**config.mk**
```make
export PLATFORM = sky130hd
export DESIGN_NAME = bp_mem_cmd_arbiter
export DESIGN_NICKNAME = d
export VERILOG_FILES = /design/src/rtl/bp_mem_cmd_arbiter.sv
export SDC_FILE = /design/constraint.sdc
export NUM_CORES = 1
export LEC_CHECK = 0
export CAP_MARGIN = 10
export CORE_MARGIN = 2
export CORE_UTILIZATION = 24
export CTS_BUF_LIST = sky130_fd_sc_hd__clkbuf_16
export DETAILED_ROUTE_END_ITERATION = 10
export GPL_ROUTABILITY_DRIVEN = 1
export GPL_TIMING_DRIVEN = 1
export PLACE_DENSITY = 0.87
export SLEW_MARGIN = 20
export SYNTH_ARGS = -nofsm -noshare
export SYNTH_HDL_FRONTEND = slang
export SYNTH_SLANG_ARGS = --single-unit
```
**constraint.sdc**
```tcl
create_clock -name clk_i -period 2.4 [get_ports clk_i]
set_input_delay 0.48 -clock clk_i [delete_from_list [all_inputs] [get_ports clk_i]]
set_output_delay 0.48 -clock clk_i [all_outputs]
set_load 0.005 [all_outputs]
```
**src/rtl/bp_mem_cmd_arbiter.sv**
```systemverilog
// Two-source round-robin arbiter onto the single bp_mem command port.
// A tag FIFO remembers the source of each issued command so in-order responses return to their requester.
module bp_mem_cmd_arbiter #(
    parameter int unsigned msg_width_p       = 32,
    parameter int unsigned max_outstanding_p = 4
) (
    input  logic                                       clk_i,
    input  logic                                       reset_n_i,
    input  logic [2*msg_width_p-1:0]                   cmd_i,
    input  logic [1:0]                                 cmd_v_i,
    output logic [1:0]                                 cmd_ready_o,
    output logic [msg_width_p-1:0]                     mem_cmd_o,
    output logic                                       mem_cmd_v_o,
    input  logic                                       mem_cmd_ready_i,
    input  logic [msg_width_p-1:0]                     mem_resp_i,
    input  logic                                       mem_resp_v_i,
    output logic                                       mem_resp_yumi_o,
    output logic [msg_width_p-1:0]                     resp_o,
    output logic [1:0]                                 resp_v_o,
    input  logic [1:0]                                 resp_yumi_i,
    output logic [$clog2(max_outstanding_p+1)-1:0]     outstanding_o,
    output logic                                       error_o
);

    localparam int unsigned DEPTH = max_outstanding_p;
    localparam int unsigned PTR_W = $clog2(max_outstanding_p);
    localparam int unsigned CNT_W = $clog2(max_outstanding_p + 1);

    logic [DEPTH-1:0] r_tags;
    logic [PTR_W-1:0] r_wr_ptr;
    logic [PTR_W-1:0] r_rd_ptr;
    logic [CNT_W-1:0] r_count;
    logic             r_rr_last;
    logic             r_hold;
    logic             r_hold_g;
    logic             r_error;

    logic             w_full;
    logic             w_empty;
    logic             w_can_issue;
    logic             w_rr_grant;
    logic             w_grant;
    logic [1:0]       w_grant_oh;
    logic             w_push;
    logic             w_pop;
    logic             w_head;
    logic             w_resp_v;

    assign w_full      = (r_count == CNT_W'(DEPTH));
    assign w_empty     = (r_count == '0);
    assign w_can_issue = !w_full && mem_cmd_ready_i && reset_n_i;

    // A stalled offer keeps its grant so a late-arriving requester cannot steal the port.
    assign w_rr_grant  = (&cmd_v_i) ? ~r_rr_last : cmd_v_i[1];
    assign w_grant     = r_hold ? r_hold_g : w_rr_grant;
    assign w_grant_oh  = w_grant ? 2'b10 : 2'b01;

    assign mem_cmd_v_o = (|cmd_v_i) && !w_full && reset_n_i;
    assign mem_cmd_o   = w_grant ? cmd_i[msg_width_p +: msg_width_p] : cmd_i[0 +: msg_width_p];
    assign cmd_ready_o = cmd_v_i & w_grant_oh & {2{w_can_issue}};
    assign w_push      = |cmd_ready_o;

    // Response steering by the oldest outstanding tag.
    assign w_head          = r_tags[r_rd_ptr];
    assign w_resp_v        = mem_resp_v_i && !w_empty && reset_n_i;
    assign resp_o          = mem_resp_i;
    assign resp_v_o        = w_resp_v ? (w_head ? 2'b10 : 2'b01) : 2'b00;
    assign mem_resp_yumi_o = |(resp_yumi_i & resp_v_o);
    assign w_pop           = mem_resp_yumi_o;

    assign outstanding_o = r_count;
    assign error_o       = r_error;

    always_ff @(posedge clk_i) begin
        if (!reset_n_i) begin
            r_tags    <= '0;
            r_wr_ptr  <= '0;
            r_rd_ptr  <= '0;
            r_count   <= '0;
            r_rr_last <= 1'b1;
            r_hold    <= 1'b0;
            r_hold_g  <= 1'b0;
            r_error   <= 1'b0;
        end else begin
            if (w_push) begin
                r_tags[r_wr_ptr] <= w_grant;
                r_wr_ptr         <= r_wr_ptr + PTR_W'(1);
                r_rr_last        <= w_grant;
            end
            if (w_pop) begin
                r_rd_ptr <= r_rd_ptr + PTR_W'(1);
            end
            r_count  <= r_count + CNT_W'(w_push) - CNT_W'(w_pop);
            r_hold   <= mem_cmd_v_o && !mem_cmd_ready_i;
            r_hold_g <= w_grant;
            if (mem_resp_v_i && w_empty) begin
                r_error <= 1'b1;
            end
        end
    end

    a_yumi_valid:   assert property (@(posedge clk_i) disable iff (!reset_n_i) mem_resp_yumi_o |-> mem_resp_v_i);
    a_no_push_full: assert property (@(posedge clk_i) disable iff (!reset_n_i) w_push |-> !w_full);
    a_no_pop_empty: assert property (@(posedge clk_i) disable iff (!reset_n_i) w_pop |-> !w_empty);

endmodule

```
==> key figures, run 1 <==
Layout
  – Multi-input combinational cell area: 876 sq um
  – Fillers: 560
  – Sequential cell area: 302 sq um
  – Antenna Cells: 0
  – Layout cells sized above 1: 40.8%
  – Most frequent cells in the layout: clkdlybuf4s50_1, mux2_2, buf_4
  – Commonest non-fill, non-tap cell in the layout: clkdlybuf4s50_1
  – Count of nets after finishing: 379
  – Area delta synth->final: 91.2%
  – Post-layout util: 46.8%

Logic synthesis
  – Post-synth net total: 267
  – Yosys warnings: 0
  – Cells after Synth: 156
  – Synth area leader: mux2_2
  – Sequential fraction of the synthesis area: 21.0%
  – Largest family of logic cells by synthesized area: multiplexers
  – Synth Register Bits: 15
  – Top area cells in the synthesized netlist: mux2_2, dfxtp_1, buf_4, ha_1, inv_1
  – Xor/xnor share of the synthesized area: 1.22%
  – Synth Area per Inst: 9.18 sq um
  – Adder-cell area share of the yosys netlist: 6.64%
  – Mux cell area share after synthesis: 28.8%
  – Synth cell types: 36
  – Mapped Area: 0.00143 sq mm
  – Synth Area in Simple Gates: 10.7%
  – Area share of the largest cell type after synthesis: 25.2%
  – Compound-Gate Fraction of Synth Area: 10.0%

STA
  – Fin. max-slew vios: 0
  – Max Freq: 0.427 GHz
  – Setup TNS Final: 0 ns
  – Final period util: 97.6%
  – Relative slew slack: 76.2%
  – Hold Vio Cnt, Final: 0
  – Final Skew: 0.000893 ns
  – Worst Tran Pin Value: 0.352 ns
  – Post-layout min period: 2.34 ns
  – Setup violators final: 0

Critical path
  – Most used cell, CP: buf_6
  – Buf/Inv on CP: 6
  – WS Path Type: in -> out
  – Crit-path cells: dlygate4sd2_1 -> nor2b_4 -> a22oi_2 -> buf_4 -> buf_6 -> buf_4 -> buf_6 -> mux2_4 -> buf_6
  – CP max stage delay: 0.30 ns
  – CP Max Fanout: 4
  – Critical path's slowest cell: mux2_4
  – CP delay by family, top: buffers and inverters
  – Crit end category: output pin
  – Worst reg-to-reg setup slack: 0.08 ns
  – WP data required: 1.92 ns
  – Crit start category: input port
  – CP arrival: 1.86 ns

Floorplanning
  – Ports: 178
  – CORE AREA: 0.00585 sq mm
  – Rows: 28
  – Initial Util: 24.5%
  – Die height: 81.3 microns
  – Die width: 81.3 microns
  – Total die area: 0.00660 sq mm

Clock tree
  – TritonCTS buffer count: 3
  – Clock root cell: clkbuf_16
  – Hold-fix buffer count after cts: 0
  – H-tree Lvls: 1
  – Clock transition at path regs: 0.05 ns
  – TritonCTS clock tree: done
  – Total clock sinks: 15
  – CTS Buffer Depth: 2
  – Latest clock arrival within the worst-skew pair: 0.24 ns

Worst hold path
  – Min-Delay Path Class: reg -> reg

Global routing
  – Initial antenna violation count: 0
  – Overall Global Routing Usage: 13.7%
  – Vias in the first global route: 1,585
  – Total global routing overflow: 0
  – First-pass GRT wire length: 6980 microns
  – Largest net degree at the start of global routing: 10

Route
  – Via count: 1,508
  – Initial DRC count: 31
  – Final wirelength: 4740 microns
  – Post-route DRC: 0
  – Post-DRT Antenna Nets: 0
  – Initial DRT Pass Iterations: 4
  – Routed len/inst: 13.9 microns
  – DR vias/cell: 4.41

Placement
  – Port Buf Inserts: 113
  – Final GP Congestion: 0.773
  – DP HPWL: 3740 microns

Run
  – MaxCap Viol Count: 0

Pwr
  – Static Leakage: 1.19 nW
  – Power per Cell Area: 478 mW/mm^2
  – Power Total: 0.00131 W
  – Maximum VDD drop: 0.468 mV

Status
  – Status: finished, final reports clean
worst min-delay path, cell delays in order (launching register included):
cell     delay, ns
dfxtp_1       0.33
a21oi_1       0.04
nor2_1        0.07
cells in the mapped netlist:
cell and count:
o22ai_1 1, o311ai_0 4, o31ai_1 4, a22oi_1 1, a21oi_1 3, o211a_1 1, mux2i_1 3, nand4_1 1
nor3b_1 1, mux4_2 1, nand3_2 1, clkbuf_2 1, nand3b_1 1, xnor2_1 2, or3b_2 1, ha_1 6
clkbuf_1 1, nand3_1 1, or2_1 1, mux2_2 32, nand2_1 3, and2_1 2, or3_1 1, fa_1 1
dfxtp_1 15, and3_1 2, nor2b_1 3, nand2b_1 1, o21ai_0 2, inv_1 11, buf_4 32, nor3_1 3
buf_2 4, o21a_1 2, a21boi_0 2, nor2_1 5
registers in the layout, summed over array words and instances (netlist names):
| name | flops |
|---|---|
| error_o | 1 |
| outstanding_o | 3 |
| r_hold | 1 |
| r_hold_g | 1 |
| r_rd_ptr | 2 |
| r_rr_last | 1 |
| r_tags | 4 |
| r_wr_ptr | 2 |
path summary, 6_finish.rpt:
path	start	to	depth (start not counted)
min	error_o$_SDFFE_PN0P_	error_o$_SDFFE_PN0P_	2
max	cmd_v_i[1]	mem_cmd_o[16]	9
min reg2reg	error_o$_SDFFE_PN0P_	error_o$_SDFFE_PN0P_	2
max reg2reg	r_rd_ptr[0]$_SDFFE_PN0P_	outstanding_o[1]$_SDFF_PN0_	8
cell families after synthesis:
kind of cell	count (synthesis)
xor+xnor	2
simple gates	27
mux	36
compound gates	20
fa+ha+maj	7
buf+inv	49
flops	15
report_power, final:
group / switching, W / internal (W) / total, W
Combinational: 0.000225 / 0.000452 / 0.000677
Clock: 0.0000962 / 0.000220 / 0.000316
Sequential: 0.0000319 / 0.000283 / 0.000315
area by class of cell:
| cell class | instances | area share [%] |
|---|---|---|
| Timing Repair Buffer | 145 | 49.2 |
| Multi-Input combinational cell | 92 | 32.0 |
| Sequential cell | 15 | 11.0 |
| Tap cell | 75 | 3.43 |
| Clock buffer | 3 | 2.74 |
| Inverter | 11 | 1.51 |
| Clock inverter | 1 | 0.137 |
per-stage QoR:
stage                     cells  setup slack (ns)  area (sq um)  hold slack, ns
after global routing        342          -0.00508          2740           0.489
after global placement      325            -0.390          2560           0.451
final                       342            0.0568          2740           0.476
after floorplan             156            0.0382          1430           0.445
after CTS                   342          -0.00132          2780           0.471
after detailed placement    325            -0.424          2560           0.459
repair_timing:
action | in CTS | in global routing
pin swaps | 5 | 5
gates resized for setup | 117 | 21
setup buffers | 10 | 1
cloned | 4 | 0
setup endpoints to repair | 39 | 23
per-layer routing:
| layer | global-route usage [%] | up-vias | wire (microns) |
|---|---|---|---|
| met5 | 0 | - | 0 |
| met1 | 15.7 | 690 | 1780 |
| met3 | 4.11 | 14 | 403 |
| met2 | 23.4 | 70 | 2480 |
| met4 | 5.59 | 0 | 77 |
| li1 | - | 734 | - |
(Power assumes the default switching activity.)
==> inputs of run 2 (changes only) <==
--- a/config.mk
+++ b/config.mk
@@ -9,6 +9,7 @@
 export CORE_MARGIN = 2
 export CORE_UTILIZATION = 24
 export CTS_BUF_LIST = sky130_fd_sc_hd__clkbuf_16
+export CTS_CLUSTER_SIZE = 8
 export DETAILED_ROUTE_END_ITERATION = 10
 export GPL_ROUTABILITY_DRIVEN = 1
 export GPL_TIMING_DRIVEN = 1
==> results of run 2 <==
Final layout, timing and power as in run 1 (identical DEF).
==> RTL change 1 (settings of run 2) <==
Make the reset (`reset_n_i`) asynchronous in one clocked block.
--- a/src/rtl/bp_mem_cmd_arbiter.sv
+++ b/src/rtl/bp_mem_cmd_arbiter.sv
@@ -73,3 +73,3 @@
 
-    always_ff @(posedge clk_i) begin
+    always_ff @(posedge clk_i or negedge reset_n_i) begin
         if (!reset_n_i) begin
Formal check against the unedited RTL: differs if reset_n_i is asserted again (counterexample within 4 cycles, from zero or initial values and one cycle with reset_n_i low); with reset_n_i held inactive, the same outputs for 10 cycles.
==> RTL change 1 against run 2 <==
The run now ends with setup timing left; sequential cell count unchanged; sequential power grew 42%; worst setup slack got worse by 85 ps; die area up 5.1%; synthesized area up 5.4%; non-clock buffer count grew 8; worst hold slack got worse by 3.8 ps; power grew 61%; global-route usage increased by 0.99 points; critical path type is now flip-flop to output port; design area rose by 7.8%; wire length grew 12%; cell count is 0.29% lower.
==> RTL change 1: results (changes against run 2) <==
- Status: finished with violations
- Failing checks: setup timing
- Max Used Layer: met4
- Clk buf depth: 2 (unchanged)
- Worst Tran Pin Value: 473 ps (+121 ps)
- Max FO, Critical Path: 5 (+1)
- Num CTS Buffers: 3 (unchanged)
- Mapped Nets: 259 (-3.0%)
- Largest net degree at the start of global routing: 16 (+6)
- Layout cells sized above 1: 0.440 (+0.0316)
- Most common library cells after synthesis: buf_4 (32), mux2_2 (32), dfrtp_1 (14), inv_1 (8)
- Vias in the first global route: 1724 (+8.8%)
- Placed cell area: 2610 sq um (+1.9%)
- Mapped Cells: 148 (-5.1%)
- Final WS setup: -27.9 ps (-84.7 ps)
- Final count of negative-setup-slack endpoints: 5 (+5)
- Reg2reg setup slack: 50 ps (-30 ps)
- Iter 0 DRT Violations: 17 (-45%)
- Top post-synthesis cells by area: mux2_2 (24%), dfrtp_1 (23%), buf_4 (16%), ha_1 (5.0%), mux2i_1 (4.0%)
- Register area share after synthesis: 0.249 (+0.0398)
- GPL Wtd Cong: 0.716 (-7.4%)
- Metal3 WL: 368 um (-8.7%)
- 1st-pass router iterations: 2 (-2)
- Nets@finish: 378 (-0.26%)
- Clock root cell: clkbuf_16
- First-pass GRT wire length: 8.47 mm (+21%)
- Maximum VDD drop: 0.000567 V (+21%)
- Final cell count without fillers: 341 (-0.29%)
- Distinct cells, synth: 34 (-5.6%)
- CTS clock-pin slew for the worst setup and hold paths: 50 ps (about the same)
- Most flop-heavy register: r_tags
- M1 WL: 1.86 mm (+4.3%)
- Mean routed wirelength per cell: 15.5 um (+12%)
- Via density: 4.36 (-1.1%)
- DP HPWL: 3.87 mm (+3.4%)
- Fin Setup TNS: -111 ps (-111 ps)
- Static leakage: 1.36 nW (+14%)
- Filler cell count: 540 (-3.6%)
- Final Skew: 1.46 ps (+0.566 ps)
- Asr flop ratio synth: 1.00 (+1.00)
- Dpl ws: -393 ps (+30.8 ps)
- Gr usage total: 0.147 (+0.00988)
- Cells after DPL: 315 (-3.1%)
- Ys Warns: 0 (unchanged)
- DR WL met2: 3.03 mm (+22%)
- Top FF cell, synth: dfrtp_1
- Initial antenna violation count: 0 (unchanged)
- Multi-input logic area: 923 sq um (+5.4%)
- WHS: 472 ps (-3.83 ps)
- Sw frac: 0.312 (+0.0420)
[RTL change 1: cells by family (layout without fill, tap and decap cells)]
logic type / after synthesis / after routing / share of synthesized area
xor+xnor: 4 / 4 / 0.0232
compound gates: 15 / 15 / 0.0762
mux: 39 / 39 / 0.288
fa+ha+maj: 7 / 7 / 0.0630
simple gates: 21 / 21 / 0.0920
flops: 15 / 15 / 0.249
buf+inv: 47 / 165 / 0.208
[RTL change 1: final cells by class]
type | instances | area share
clock inverters | 1 | 0.00169
well taps | 75 | 0.0318
multi-input cells | 86 | 0.313
repair buffers | 153 | 0.491
inverters | 8 | 0.0102
flip-flops and latches | 15 | 0.128
clock buffers | 3 | 0.0254
[RTL change 1: final timing paths]
check                            start          endpoint  cells past startpoint
max in group asynchronous    reset_n_i         r_rr_last                      3
setup reg to reg           r_rd_ptr[1]  outstanding_o[2]                     10
setup / recovery             r_rr_last     mem_cmd_o[20]                      8
hold reg to reg                error_o           error_o                      1
min in group asynchronous    reset_n_i         r_tags[2]                      3
hold / removal                 error_o           error_o                      1
[RTL change 1: layer usage]
layer / GRT usage / vias to the layer above
met1: 0.148 / 698
met4: 0.0343 / 0
met3: 0.0318 / 10
li1: - / 721
met2: 0.299 / 58
met5: 0 / -
[RTL change 1: repair_timing]
item | CTS | global route
setup endpoints to repair | 38 | 19
gates resized for setup | 137 | 34
buffers inserted | 21 | 1
pin swaps | 4 | 5
cloned | 1 | 0
hold buffers | 0 | 0
endpoints found under the hold margin | 0 | 0
[RTL change 1: worst max-delay path, cell delays in order (launching register included)]
cell and delay [ps]:
dfstp_2 540, nand2_2 60, a21boi_4 230, buf_12 150, buf_16 110, buf_8 120
buf_6 90, mux2_4 290, buf_6 120
[RTL change 1: power groups by stage]
stage	Sequential, mW	Combinational, mW	Clock, mW
floorplan	0.436	0.531	0
global placement	0.429	1.03	0
detailed placement	0.437	1.07	0
CTS	0.443	1.24	0.329
global route	0.458	1.43	0.341
finish	0.448	1.33	0.326
==> RTL change 2 (flow settings as in run 2) <==
Made on the original files. The parameter `msg_width_p` goes from 32 to 48.
--- a/src/rtl/bp_mem_cmd_arbiter.sv
+++ b/src/rtl/bp_mem_cmd_arbiter.sv
@@ -3,3 +3,3 @@
 module bp_mem_cmd_arbiter #(
-    parameter int unsigned msg_width_p       = 32,
+    parameter int unsigned msg_width_p       = 48,
     parameter int unsigned max_outstanding_p = 4
Ports: changed (resized cmd_i, mem_cmd_o, mem_resp_i and resp_o); port bits go from 178 to 258. No check against the original RTL was run, so the function may have changed too.
==> RTL change 2 against run 2 <==
The flow now finishes with violations (setup timing); non-clock buffer count is 57 higher; cell count is 28% higher; die area is 21% higher; sequential cell count stayed put; worst setup slack worse by 140 ps; design area is 28% higher; power is 18% higher; global-route usage is 3.6 points higher; wire length is 66% higher; synthesized area is 22% higher; largest cell class unchanged; highest routed layer unchanged.
==> RTL change 2: results (changes against run 2) <==
- Dpl ws: -471 ps (-46.8 ps)
- Vias post-DR: 1995 (+32%)
- Failing checks: setup timing
- Worst slew margin: 0.771 (+0.00852)
- Max FO, Critical Path: 3 (-1)
- Maximum VDD drop: 0.000232 V (-50%)
- First-pass GRT wire length: 10.3 mm (+48%)
- GPL Wtd Cong: 0.815 (+5.4%)
- DP HPWL: 5.63 mm (+51%)
- Worst EP arrival: 2680 ps (+820 ps)
- IO Port Bufs: 161 (+42%)
- Ys Warns: 0 (unchanged)
- Largest family of logic cells by synthesized area: multiplexers
- Layout cells sized above 1: 0.435 (+0.0271)
- 1st-pass router iterations: 4 (unchanged)
- Initial antenna violation count: 0 (unchanged)
- Most common library cells after synthesis: buf_4 (51), mux2_2 (48), dfxtp_1 (15), inv_1 (11), ha_1 (6)
- Largest net degree at the start of global routing: 12 (+2)
- Final Skew: 4.93 ps (+4.03 ps)
- CP Launch Type: flip-flop
- Iter 0 DRT Violations: 36 (+16%)
- Family with the most delay on the worst path: adder cells
- Static leakage: 1.52 nW (+27%)
- Clock root cell: clkbuf_16
- Crit-path slowest cell: mux4_2
- Top post-synthesis cells by area: mux2_2 (31%), buf_4 (22%), dfxtp_1 (17%), ha_1 (4.3%), inv_1 (2.4%)
- Cts repair resizes: 201 (+72%)
- Xor and xnor fraction of the mapped netlist area: 0.0100 (-0.00222)
- Final WS setup: -86.4 ps (-143 ps)
- CTS clock-pin slew for the worst setup and hold paths: 50 ps (about the same)
- Mux share of post-synthesis cell area: 0.339 (+0.0506)
- Distinct cells, synth: 36 (unchanged)
- ANT cells: 0 (unchanged)
- Max reg flops: 4 (unchanged)
- Fin Setup TNS: -142 ps (-142 ps)
- Asr flop ratio synth: 0 (unchanged)
- Top FF cell, synth: dfxtp_1
- H-tree depth: 1 (unchanged)
- Register area share after synthesis: 0.172 (-0.0381)
- Internal power: 1.10 mW (+15%)
- Nets@finish: 500 (+32%)
- HP Start: error_o
- Post-CTS Setup Repair Bufs: 22 (+12)
- CP peak stage delay: 540 ps (+240 ps)
- Final count of negative-setup-slack endpoints: 2 (+2)
- Synth Area in Compound Gates: 0.0822 (-0.0182)
- Gr usage total: 0.173 (+0.0362)
- Adder-cell share of the synthesized area: 0.0543 (-0.0121)
- Mapped Nets: 349 (+31%)
- Status: finished with violations
- Mean routed wirelength per cell: 17.9 um (+29%)
[RTL change 2: changes by cell type after synthesis]
cell,run 2,this run
buf_2,4,3
buf_4,32,51
mux2_2,32,48
[RTL change 2: metrics by stage]
stage                     cells  area (sq um)  hold slack [ps]  power (mW)
final                       439          3520              477        1.55
after global routing        439          3520              499        1.63
after CTS                   441          3570              481        1.55
after detailed placement    411          3220              468        1.09
after global placement      411          3220              459        1.07
after floorplan             190          1750              445       0.678
[RTL change 2: power by group through the flow]
stage	Sequential [mW]	Combinational, mW	Clock, mW
floorplan	0.313	0.366	0
global placement	0.316	0.758	0
detailed placement	0.318	0.772	0
CTS	0.317	0.902	0.327
global route	0.326	0.967	0.339
finish	0.324	0.900	0.322
[RTL change 2: metal layers]
| metal | global-route usage | up-vias | share of wire |
|---|---|---|---|
| li1 | - | 914 | - |
| met1 | 0.194 | 932 | 0.34 |
| met2 | 0.319 | 143 | 0.56 |
| met3 | 0.0536 | 6 | 0.095 |
| met4 | 0.0366 | 0 | 0.0043 |
| met5 | 0 | - | 0 |
[RTL change 2: kinds of logic after synthesis]
logic type	Yosys count
XOR/XNOR	2
flip-flops	15
adder cells (fa/ha/maj)	7
AO/OA/AOI/OAI	20
buffers and inverters	67
multiplexers	52
AND/OR/NAND/NOR	27
[RTL change 2: layout make-up]
type	instances	area, sq um
Timing Repair Buffer	202	1890
Clock buffer	3	75.1
Clock inverter	1	5.00
Fill cell	649	3660
Tap cell	99	124
Sequential cell	15	302
Multi-Input combinational cell	108	1080
Inverter	11	43.8
[RTL change 2: final timing paths]
kind,end,slack (ps),cells past startpoint
worst max-delay path,outstanding_o[1],-90,9
worst min register to register,error_o,480,2
worst min-delay path,error_o,480,2
worst max register to register,outstanding_o[1],-90,9
